`src/rtl/cmd_alu_pkg.sv`:
```
// Shared opcode/state encodings and constants for the command-driven ALU engine.
package cmd_alu_pkg;

  typedef enum logic [2:0] {
    OP_NOP   = 3'd0,
    OP_READ  = 3'd1,
    OP_WRITE = 3'd2,
    OP_ADD   = 3'd3,
    OP_SUB   = 3'd4,
    OP_CLR   = 3'd5
  } cmd_op_e;

  typedef enum logic [1:0] {
    ST_IDLE = 2'd0,
    ST_EXEC = 2'd1,
    ST_INIT = 2'd2,
    ST_RESP = 2'd3
  } state_e;

  localparam int unsigned ILLEGAL_RSP_DATA = 0;

endpackage

```
`src/rtl/cmd_alu_regfile.sv`:
```
// DEPTH x DATA_W flop array: async clear, one write port, one combinational
// read port and a single-entry clear port used by the engine's INIT sweep.
module cmd_alu_regfile
  import cmd_alu_pkg::*;
#(
  parameter int DATA_W = 16,
  parameter int ADDR_W = 4
) (
  input  logic              clk,
  input  logic              rst,
  input  logic              i_we,
  input  logic [ADDR_W-1:0] i_waddr,
  input  logic [DATA_W-1:0] i_wdata,
  input  logic              i_clr,
  input  logic [ADDR_W-1:0] i_clr_addr,
  input  logic [ADDR_W-1:0] i_raddr,
  output logic [DATA_W-1:0] o_rdata
);

  localparam int DEPTH = 1 << ADDR_W;

  logic [DATA_W-1:0] r_mem [DEPTH];

  // Clear-entry takes priority; the engine never asserts both in one cycle.
  always_ff @(posedge clk or posedge rst) begin
    if (rst) begin
      for (int i = 0; i < DEPTH; i++) r_mem[i] <= '0;
    end else begin
      for (int i = 0; i < DEPTH; i++) begin
        if (i_clr && (i_clr_addr == ADDR_W'(i))) r_mem[i] <= '0;
        else if (i_we && (i_waddr == ADDR_W'(i))) r_mem[i] <= i_wdata;
      end
    end
  end

  assign o_rdata = r_mem[i_raddr];

endmodule

```
`src/rtl/cmd_alu_engine.sv`:
```
// Command-driven READ/WRITE/ADD/SUB/CLR engine over a local register file.
// Define CMD_ALU_SAT_EN to make ADD saturate and SUB clamp instead of wrapping.
module cmd_alu_engine
  import cmd_alu_pkg::*;
#(
  parameter int DATA_W = 16,
  parameter int ADDR_W = 4
) (
  input  logic              clk,
  input  logic              rst,
  input  logic              cmd_valid,
  output logic              cmd_ready,
  input  logic [2:0]        cmd_op,
  input  logic [ADDR_W-1:0] cmd_addr,
  input  logic [DATA_W-1:0] cmd_data,
  output logic              rsp_valid,
  input  logic              rsp_ready,
  output logic [DATA_W-1:0] rsp_data,
  output logic              rsp_flag,
  output logic              rsp_err,
  output logic              busy
);

  state_e            r_state;
  logic [2:0]        r_op;
  logic [ADDR_W-1:0] r_addr;
  logic [DATA_W-1:0] r_data;
  logic [ADDR_W-1:0] r_sweep;
  logic [DATA_W-1:0] r_rsp_data;
  logic              r_rsp_flag;
  logic              r_rsp_err;

  logic [DATA_W-1:0] w_rdata;
  logic [DATA_W:0]   w_sum;
  logic [DATA_W:0]   w_diff;
  logic [DATA_W-1:0] w_result;
  logic              w_flag;
  logic              w_err;
  logic              w_we;

  cmd_alu_regfile #(
    .DATA_W(DATA_W),
    .ADDR_W(ADDR_W)
  ) u_regfile (
    .clk       (clk),
    .rst       (rst),
    .i_we      (w_we && (r_state == ST_EXEC)),
    .i_waddr   (r_addr),
    .i_wdata   (w_result),
    .i_clr     (r_state == ST_INIT),
    .i_clr_addr(r_sweep),
    .i_raddr   (r_addr),
    .o_rdata   (w_rdata)
  );

  // Top bit of the widened sum/difference is the carry/borrow.
  assign w_sum  = {1'b0, w_rdata} + {1'b0, r_data};
  assign w_diff = {1'b0, w_rdata} - {1'b0, r_data};

  always_comb begin
    w_result = '0;
    w_flag   = 1'b0;
    w_err    = 1'b0;
    w_we     = 1'b0;
    case (r_op)
      OP_NOP:  w_result = '0;
      OP_READ: w_result = w_rdata;
      OP_WRITE: begin
        w_result = r_data;
        w_we     = 1'b1;
      end
      OP_ADD: begin
        w_flag   = w_sum[DATA_W];
        w_result = w_sum[DATA_W-1:0];
`ifdef CMD_ALU_SAT_EN
        if (w_sum[DATA_W]) w_result = '1;
`endif
        w_we     = 1'b1;
      end
      OP_SUB: begin
        w_flag   = w_diff[DATA_W];
        w_result = w_diff[DATA_W-1:0];
`ifdef CMD_ALU_SAT_EN
        if (w_diff[DATA_W]) w_result = '0;
`endif
        w_we     = 1'b1;
      end
      default: begin
        w_result = DATA_W'(ILLEGAL_RSP_DATA);
        w_err    = 1'b1;
      end
    endcase
  end

  always_ff @(posedge clk or posedge rst) begin
    if (rst) begin
      r_state    <= ST_IDLE;
      r_op       <= '0;
      r_addr     <= '0;
      r_data     <= '0;
      r_sweep    <= '0;
      r_rsp_data <= '0;
      r_rsp_flag <= 1'b0;
      r_rsp_err  <= 1'b0;
    end else begin
      case (r_state)
        ST_IDLE: begin
          if (cmd_valid) begin
            r_op    <= cmd_op;
            r_addr  <= cmd_addr;
            r_data  <= cmd_data;
            r_state <= (cmd_op == OP_CLR) ? ST_INIT : ST_EXEC;
          end
        end
        ST_EXEC: begin
          r_rsp_data <= w_result;
          r_rsp_flag <= w_flag;
          r_rsp_err  <= w_err;
          r_state    <= ST_RESP;
        end
        ST_INIT: begin
          if (r_sweep == {ADDR_W{1'b1}}) begin
            r_sweep    <= '0;
            r_rsp_data <= '0;
            r_rsp_flag <= 1'b0;
            r_rsp_err  <= 1'b0;
            r_state    <= ST_RESP;
          end else begin
            r_sweep <= r_sweep + 1'b1;
          end
        end
        ST_RESP: begin
          if (rsp_ready) r_state <= ST_IDLE;
        end
        default: r_state <= ST_IDLE;
      endcase
    end
  end

  assign cmd_ready = (r_state == ST_IDLE);
  assign rsp_valid = (r_state == ST_RESP);
  assign busy      = (r_state != ST_IDLE);
  assign rsp_data  = r_rsp_data;
  assign rsp_flag  = r_rsp_flag;
  assign rsp_err   = r_rsp_err;

endmodule

```
`config.mk`:
```
export PLATFORM = sky130hd
export DESIGN_NAME = cmd_alu_engine
export DESIGN_NICKNAME = d
export VERILOG_FILES = /design/src/rtl/cmd_alu_pkg.sv /design/src/rtl/cmd_alu_regfile.sv /design/src/rtl/cmd_alu_engine.sv
export SDC_FILE = /design/constraint.sdc
export NUM_CORES = 1
export LEC_CHECK = 0
export BUFFER_PORTS_ARGS = -buffer_cell sky130_fd_sc_hd__buf_2
export CORE_ASPECT_RATIO = 1.1
export CORE_MARGIN = 4
export CORE_UTILIZATION = 44
export DETAILED_ROUTE_END_ITERATION = 16
export PLACE_DENSITY = 0.59
export SYNTH_ARGS = -nofsm -noshare
export SYNTH_HDL_FRONTEND = slang
export SYNTH_SLANG_ARGS = --single-unit
```
`constraint.sdc`:
```
create_clock -name clk -period 16.5 [get_ports clk]
set_input_delay 2.475 -clock clk [delete_from_list [all_inputs] [get_ports clk]]
set_output_delay 2.475 -clock clk [all_outputs]
set_load 0.005 [all_outputs]
```
==> reports/qor.yml, run 1 <==
run_status:
  status: "finished, final reports clean"
synthesis:
  yosys_warnings: 0
  yosysUniqueCellTypes: 69
  yosysSeqAreaShare: 0.474
  netlist_instances: 1575
  synth_edf_count: 0
  yosys_register_bits: 303
  avgSynthCellArea_um2: 10.2
  ys_async_sr_fraction: 1.00
  syn-num-nets: 1648
  syn-cell-area_mm2: 0.0160
  synthFlopType: "dfrtp_1"
sta:
  rsz0062_at_grt: "false"
  drv_slew: 0
  max_slew_margin: 0.141
  setup_tns_ns: 0
  period_share: 0.404
  min_period_ns: 6.66
  setup_viol_count_final: 0
  holdWs_ns: 0.494
  skew_ns: 0.0248
  finalHoldViolCount: 0
  worstMarginPinSlew_ns: 1.29
  max_freq_mhz: 150
clock_tree:
  cts-resized-gates: 0
  clockBufferDepth: 3
  cts_hold_buf: 0
  clk_pin_slew_ns: 0.06
  cts-htree-levels: 2
  numCtsBuffers: 34
  root_buffer: "clkbuf_16"
  cts_setup_buffers: 0
  clk-insertion-delay-late_ns: 0.53
  cts_tree: "done"
  cts.sinks: 303
finish:
  layout-drive-gt1-share: 0.155
  diodes: 0
  nNetsFinal: 1643
  fin_cells: 2075
  syn2layout_area_growth_pct: 10.9
  fillerInstances: 3235
  fin_util: 0.500
power_and_ir_drop:
  combPwrFrac: 0.500
  clkPwrFrac: 0.197
  ir_drop_mv: 0.118
  switching_share: 0.446
  power_frac_seq: 0.304
  p_switching_uw: 1800
  p_leak_uw: 0.00806
  power_uw: 4030
  powerDensity_mw_per_mm2: 227
  p_int_uw: 2230
floorplan:
  io_pins: 48
  num_rows: 72
  core_mm2: 0.0355
  fp.dieW_um: 190
  die_h_um: 208
  initial_utilization: 0.451
  dieArea_mm2: 0.0395
setup_path:
  start_kind: "register"
  cp_max_fo: 38
  cp-end-kind: "register"
  critPathSlowestCell: "a211oi_2"
  cp.arrival_ns: 7.00
  cpPeakStageDelay_ns: 0.93
  critPathKind: "reg -> reg"
  path_cells: "buf_4 > mux4_1 > mux4_2 > inv_1 > ha_1 > inv_1 > fa_1 > and3_1 > o311ai_0 > nand3_1 > o22a_1 > mux2i_1 > a211oi_2 > o21ai_0"
  cp.required_ns: 16.84
  cp_common_cell: "inv_1"
placement:
  numPortBuffers: 47
  post-dp-hpwl_um: 32400
  gp_congestion: 0.906
  dp.cells: 2015
drt:
  drt_iter0_drc: 1089
  num_vias: 12738
  wirelength_um: 48300
  via_per_inst: 6.14
  drc: 0
  drt-pass1-iter-count: 5
  ant_nets: 0
  wl_per_cell_um: 23.3
grt:
  antenna_found_initial: 1
  grt_usage: 0.242
  grt_overflow_total: 0
  grt_first_pass_wirelength_um: 75600
  grt_max_degree: 131
  grt_pass1_vias: 12512
job:
  max_cap_violations: 0
worst_hold_path:
  hold_path.class: "reg -> reg"
[cell families (layout without fill, tap and decap cells)]
kind of cell               after synthesis  count (layout)  synth area share
DFF                                    303             303             0.474
and+or+nand+nor                        354             354             0.102
muxes                                  117             117             0.132
adders and majority gates               46              46            0.0369
AOI/OAI and AO/OA                      585             585             0.204
buffers and inverters                  155             174            0.0423
xor gates and xnor gates                15              15           0.00821
[Yosys cell counts (9+ instances only)]
| cell | number | area [um2] |
|---|---|---|
| dfrtp_1 | 303 | 7580 |
| ha_1 | 44 | 551 |
| clkbuf_1 | 75 | 282 |
| mux2_2 | 26 | 293 |
| nor2b_1 | 18 | 113 |
| inv_1 | 39 | 146 |
| o21ai_0 | 252 | 1260 |
| a21oi_1 | 227 | 1140 |
| nor3_1 | 9 | 45.0 |
| nor2_1 | 170 | 638 |
| nand2_1 | 67 | 251 |
| nand2b_1 | 9 | 56.3 |
| mux2i_1 | 20 | 200 |
| buf_2 | 22 | 110 |
| xnor2_1 | 13 | 114 |
| mux4_2 | 66 | 1490 |
| and2_1 | 13 | 81.3 |
| a211oi_1 | 27 | 203 |
| nand3_1 | 30 | 150 |
[metrics by stage]
step | cell area, um2 | setup slack (ns)
after floorplan | 16000 | 5.65
after global placement | 16600 | 10.09
after detailed placement | 16600 | 9.95
after CTS | 17700 | 9.92
after global routing | 17700 | 9.58
final | 17700 | 9.84
[metal layers]
| layer | part of all wire | wire length [um] | global-route usage | up-vias |
|---|---|---|---|---|
| met5 | 0.00023 | 11 | 0 | - |
| met4 | 0.035 | 1710 | 0.0833 | 2 |
| met3 | 0.062 | 3010 | 0.0389 | 108 |
| met2 | 0.48 | 23100 | 0.395 | 511 |
| met1 | 0.42 | 20500 | 0.332 | 6410 |
| li1 | - | - | - | 5707 |
[cell type report]
class | count | area [um2] | share of cell area
clock buffer | 52 | 1040 | 0.0586
clock inverter | 8 | 124 | 0.00699
tap | 481 | 602 | 0.0339
sequential | 303 | 7590 | 0.428
inverter | 39 | 154 | 0.00868
timing repair buffer | 75 | 445 | 0.0251
multi-input combinational | 1117 | 7780 | 0.439
[cells in the final DEF, fill, tap and decap left out, drive strengths merged, types with 3 or more instances in the layout]
cell type / synthesis / routed
dfrtp: 303 / 303
inv: 39 / 40
a21o: 5 / 5
o311ai: 4 / 4
o21a: 4 / 4
nor4: 5 / 5
nand2: 67 / 67
nor2b: 18 / 18
buf: 41 / 75
a22oi: 6 / 6
and3b: 3 / 3
and3: 3 / 3
a31oi: 4 / 4
nand2b: 9 / 9
nand3: 30 / 30
mux4: 71 / 71
mux2: 26 / 26
a21oi: 231 / 231
o211ai: 7 / 7
nor3b: 8 / 8
nand4: 3 / 3
o22ai: 9 / 9
ha: 44 / 44
o21ai: 256 / 256
mux2i: 20 / 20
and4: 4 / 4
nor2: 170 / 170
a211oi: 33 / 33
bufinv: 0 / 3
a221oi: 6 / 6
clkbuf: 75 / 52
nor3: 12 / 12
and2: 15 / 15
xnor2: 13 / 13
[power groups by stage]
stage                     combinational, uW  clock [uW]  sequential (uW)
after global placement                 1970           0             1220
after detailed placement               1980           0             1230
after floorplan                        1530           0             1120
final                                  2010         794             1220
after CTS                              1990         806             1220
after global routing                   2190         837             1260
[final timing paths]
path                       cells past startpoint              endpoint  slack, ns        start
max                                           14          rsp_data[14]       9.84    r_addr[0]
min                                            2           rsp_data[1]       0.49  rsp_data[1]
max reg2reg                                   14          rsp_data[14]       9.84    r_addr[0]
min reg2reg                                    2           rsp_data[1]       0.49  rsp_data[1]
max in group asynchronous                      4             r_addr[1]      12.02          rst
min in group asynchronous                      2  u_regfile.r_mem[152]       2.10          rst
[registers in the layout, indices dropped and copies added (netlist names)]
register         flops
rsp_err              1
r_state              2
rsp_data            16
r_op                 3
rsp_flag             1
r_addr               4
r_data              16
u_regfile.r_mem    256
r_sweep              4
[worst max-delay path, delay by kind of cell (launching register included)]
| family | cells | cell delay (ns) |
|---|---|---|
| compound gates | 4 | 2.25 |
| fa+ha+maj | 2 | 0.57 |
| buf+inv | 3 | 0.87 |
| flops | 1 | 0.92 |
| mux | 3 | 1.34 |
| simple gates | 2 | 0.46 |
Note: power is estimated with default switching activity, not from simulation.
==> run 2: changes to the inputs <==
==> constraint.sdc (replaced) <==
create_clock -name clk -period 6.3 [get_ports clk]
set_input_delay 0.945 -clock clk [delete_from_list [all_inputs] [get_ports clk]]
set_output_delay 0.945 -clock clk [all_outputs]
set_load 0.005 [all_outputs]
==> reports/qor.yml, run 2 (synthesized netlist as in run 1, its figures left out) <==
power_and_ir_drop:
  powerDensity_mw_per_mm2: 598  # +160%
  p_leak_uw: 0.00815  # +1.2%
  ir_drop_mv: 0.296  # +150%
finish:
  final_cell_mix: "dfrtp_1 (301), o21ai_0 (252), a21oi_1 (227), nor2_1 (170), nand2_1 (67)"
  fin_cells: 2091  # +0.77%
  syn2layout_area_growth_pct: 11.7
  diodes: 0  # unchanged
  largest_register_ffs: 256  # unchanged
  top_register: "u_regfile.r_mem"
  final_common_cell: "dfrtp_1"
  layout-drive-gt1-share: 0.163  # +0.00840
  nNetsFinal: 1660  # +1.0%
setup_path:
  critPathSlowestCell: "dfrtp_4"
  crit_buf_inv: 2  # -1
  path_cells: "buf_4 > mux4_2 > mux4_2 > ha_1 > nor2b_1 > o21ai_0 > a31oi_1 > o21ai_0 > and4_1 > nor3_2 > buf_4 > a21oi_1"
  critPathKind: "reg -> reg"
  crit_path_start: "r_addr[0]"
  cp.required_ns: 6.66  # -10.18 ns
  cp-end-kind: "register"
  rr_startpoint: "r_addr[0]"
  cp_max_fo: 28  # -26%
  start_kind: "register"
  cpPeakStageDelay_ns: 0.76  # -0.17 ns
  cp.arrival_ns: 5.55  # -1.45 ns
  cp_top_family: "multiplexers"
sta:
  finalHoldViolCount: 0  # unchanged
  max_slew_margin: 0.263  # +0.122
  worstMarginPinSlew_ns: 1.10  # -0.183 ns
  min_period_ns: 5.19  # -1.47 ns
  setup_tns_ns: 0  # unchanged
  max_freq_mhz: 193  # +28%
  drv_slew: 0  # unchanged
  setup_viol_count_final: 0  # unchanged
  rsz0062_at_grt: "false"
  skew_ns: 0.0256  # +0.000761 ns
  period_share: 0.824  # +0.420
floorplan:
  core_mm2: 0.0355  # unchanged
  num_rows: 72  # unchanged
  initial_utilization: 0.451  # unchanged
  dieArea_mm2: 0.0395  # unchanged
  die_h_um: 208  # unchanged
  io_pins: 48  # unchanged
  fp.dieW_um: 190  # unchanged
clock_tree:
  cts-htree-levels: 2  # unchanged
  cts_hold_buf: 0  # unchanged
  cts-resized-gates: 0  # unchanged
  clockBufferDepth: 3  # unchanged
  root_buffer: "clkbuf_16"
  cts_tree: "done"
  cts_setup_buffers: 0  # unchanged
  numCtsBuffers: 35  # +2.9%
  clk_pin_slew_ns: 0.06  # about the same
  cts.sinks: 303  # unchanged
  clk-insertion-delay-late_ns: 0.52  # about the same
grt:
  grt_first_pass_wirelength_um: 76500  # +1.2%
  grt_usage: 0.244  # +0.00207
  antenna_found_initial: 0  # -1
  grt_max_degree: 109  # -17%
  grt_pass1_vias: 12860  # +2.8%
  grt_overflow_total: 0  # unchanged
drt:
  ant_nets: 0  # unchanged
  wirelength_um: 48800  # +1.0%
  via_per_inst: 6.13  # about the same
  drt_iter0_drc: 1179  # +8.3%
  drt-pass1-iter-count: 7  # +2
  num_vias: 12827  # +0.70%
  wl_per_cell_um: 23.4  # +0.28%
  drc: 0  # unchanged
worst_hold_path:
  hold_path.class: "reg -> reg"
  hold_start: "rsp_data[15]"
job:
  max_cap_violations: 0  # unchanged
placement:
  dp.cells: 2031  # +0.79%
  numPortBuffers: 47  # unchanged
  post-dp-hpwl_um: 32800  # +1.4%
  gp_congestion: 0.923  # +1.9%
run_status:
  status: "finished, final reports clean"
[run 2: cell types whose count changed in the layout (fill, tap and decap cells not counted), sizes merged]
| cell | delta |
|---|---|
| buf | +16 |
| bufinv | +1 |
| clkbuf | -5 |
| clkinv | +6 |
| clkinvlp | -1 |
| inv | -1 |
[run 2: final timing paths]
path / to / slack (ns) / depth (start not counted)
hold / removal: rsp_data[15] / 0.49 / 2
setup reg to reg: u_regfile.r_mem[252] / 1.11 / 12
setup / recovery: u_regfile.r_mem[252] / 1.11 / 12
hold reg to reg: rsp_data[15] / 0.49 / 2
max in group asynchronous: r_data[1] / 4.48 / 4
min in group asynchronous: u_regfile.r_mem[137] / 0.62 / 3
[run 2: layout make-up]
class | count | area, um2
tap | 481 | 602
timing repair buffer | 91 | 578
sequential | 303 | 7590
clock inverter | 13 | 171
multi-input combinational | 1117 | 7770
inverter | 39 | 150
clock buffer | 47 | 1010
fill | 3222 | 17600
[run 2: stage by stage]
step	total power [uW]	worst slack, ns	utilization	instance area (um2)	hold slack [ns]
2_1_floorplan	6950	1.33	-	16000	0.475
3_3_place_gp	8410	1.17	0.470	16700	0.476
3_5_place_dp	8480	1.10	0.470	16700	0.486
4_1_cts	10600	1.03	0.503	17900	0.499
5_1_grt	11400	0.699	0.503	17900	0.527
6_report	10700	1.11	0.503	17900	0.492
[run 2: report_power, final]
| part | internal [uW] | leakage, uW | switching (uW) | total (uW) |
|---|---|---|---|---|
| logic | 2040 | 0.00353 | 3310 | 5350 |
| registers | 2650 | 0.00403 | 580 | 3230 |
| clock network | 1290 | 0.000592 | 819 | 2110 |
[run 2: metal layers]
metal  up-vias  global-route usage  part of all wire
met5         -                   0                 0
li1       5740                   -                 -
met4         0              0.0604             0.023
met1      6533               0.340              0.43
met2       476               0.405              0.48
met3        78              0.0380             0.064
[run 2: tightest hold or removal path, cell delays in order (launching register included)]
cell and delay (ns):
dfrtp_1 0.34, nand3_1 0.06, o21ai_0 0.06
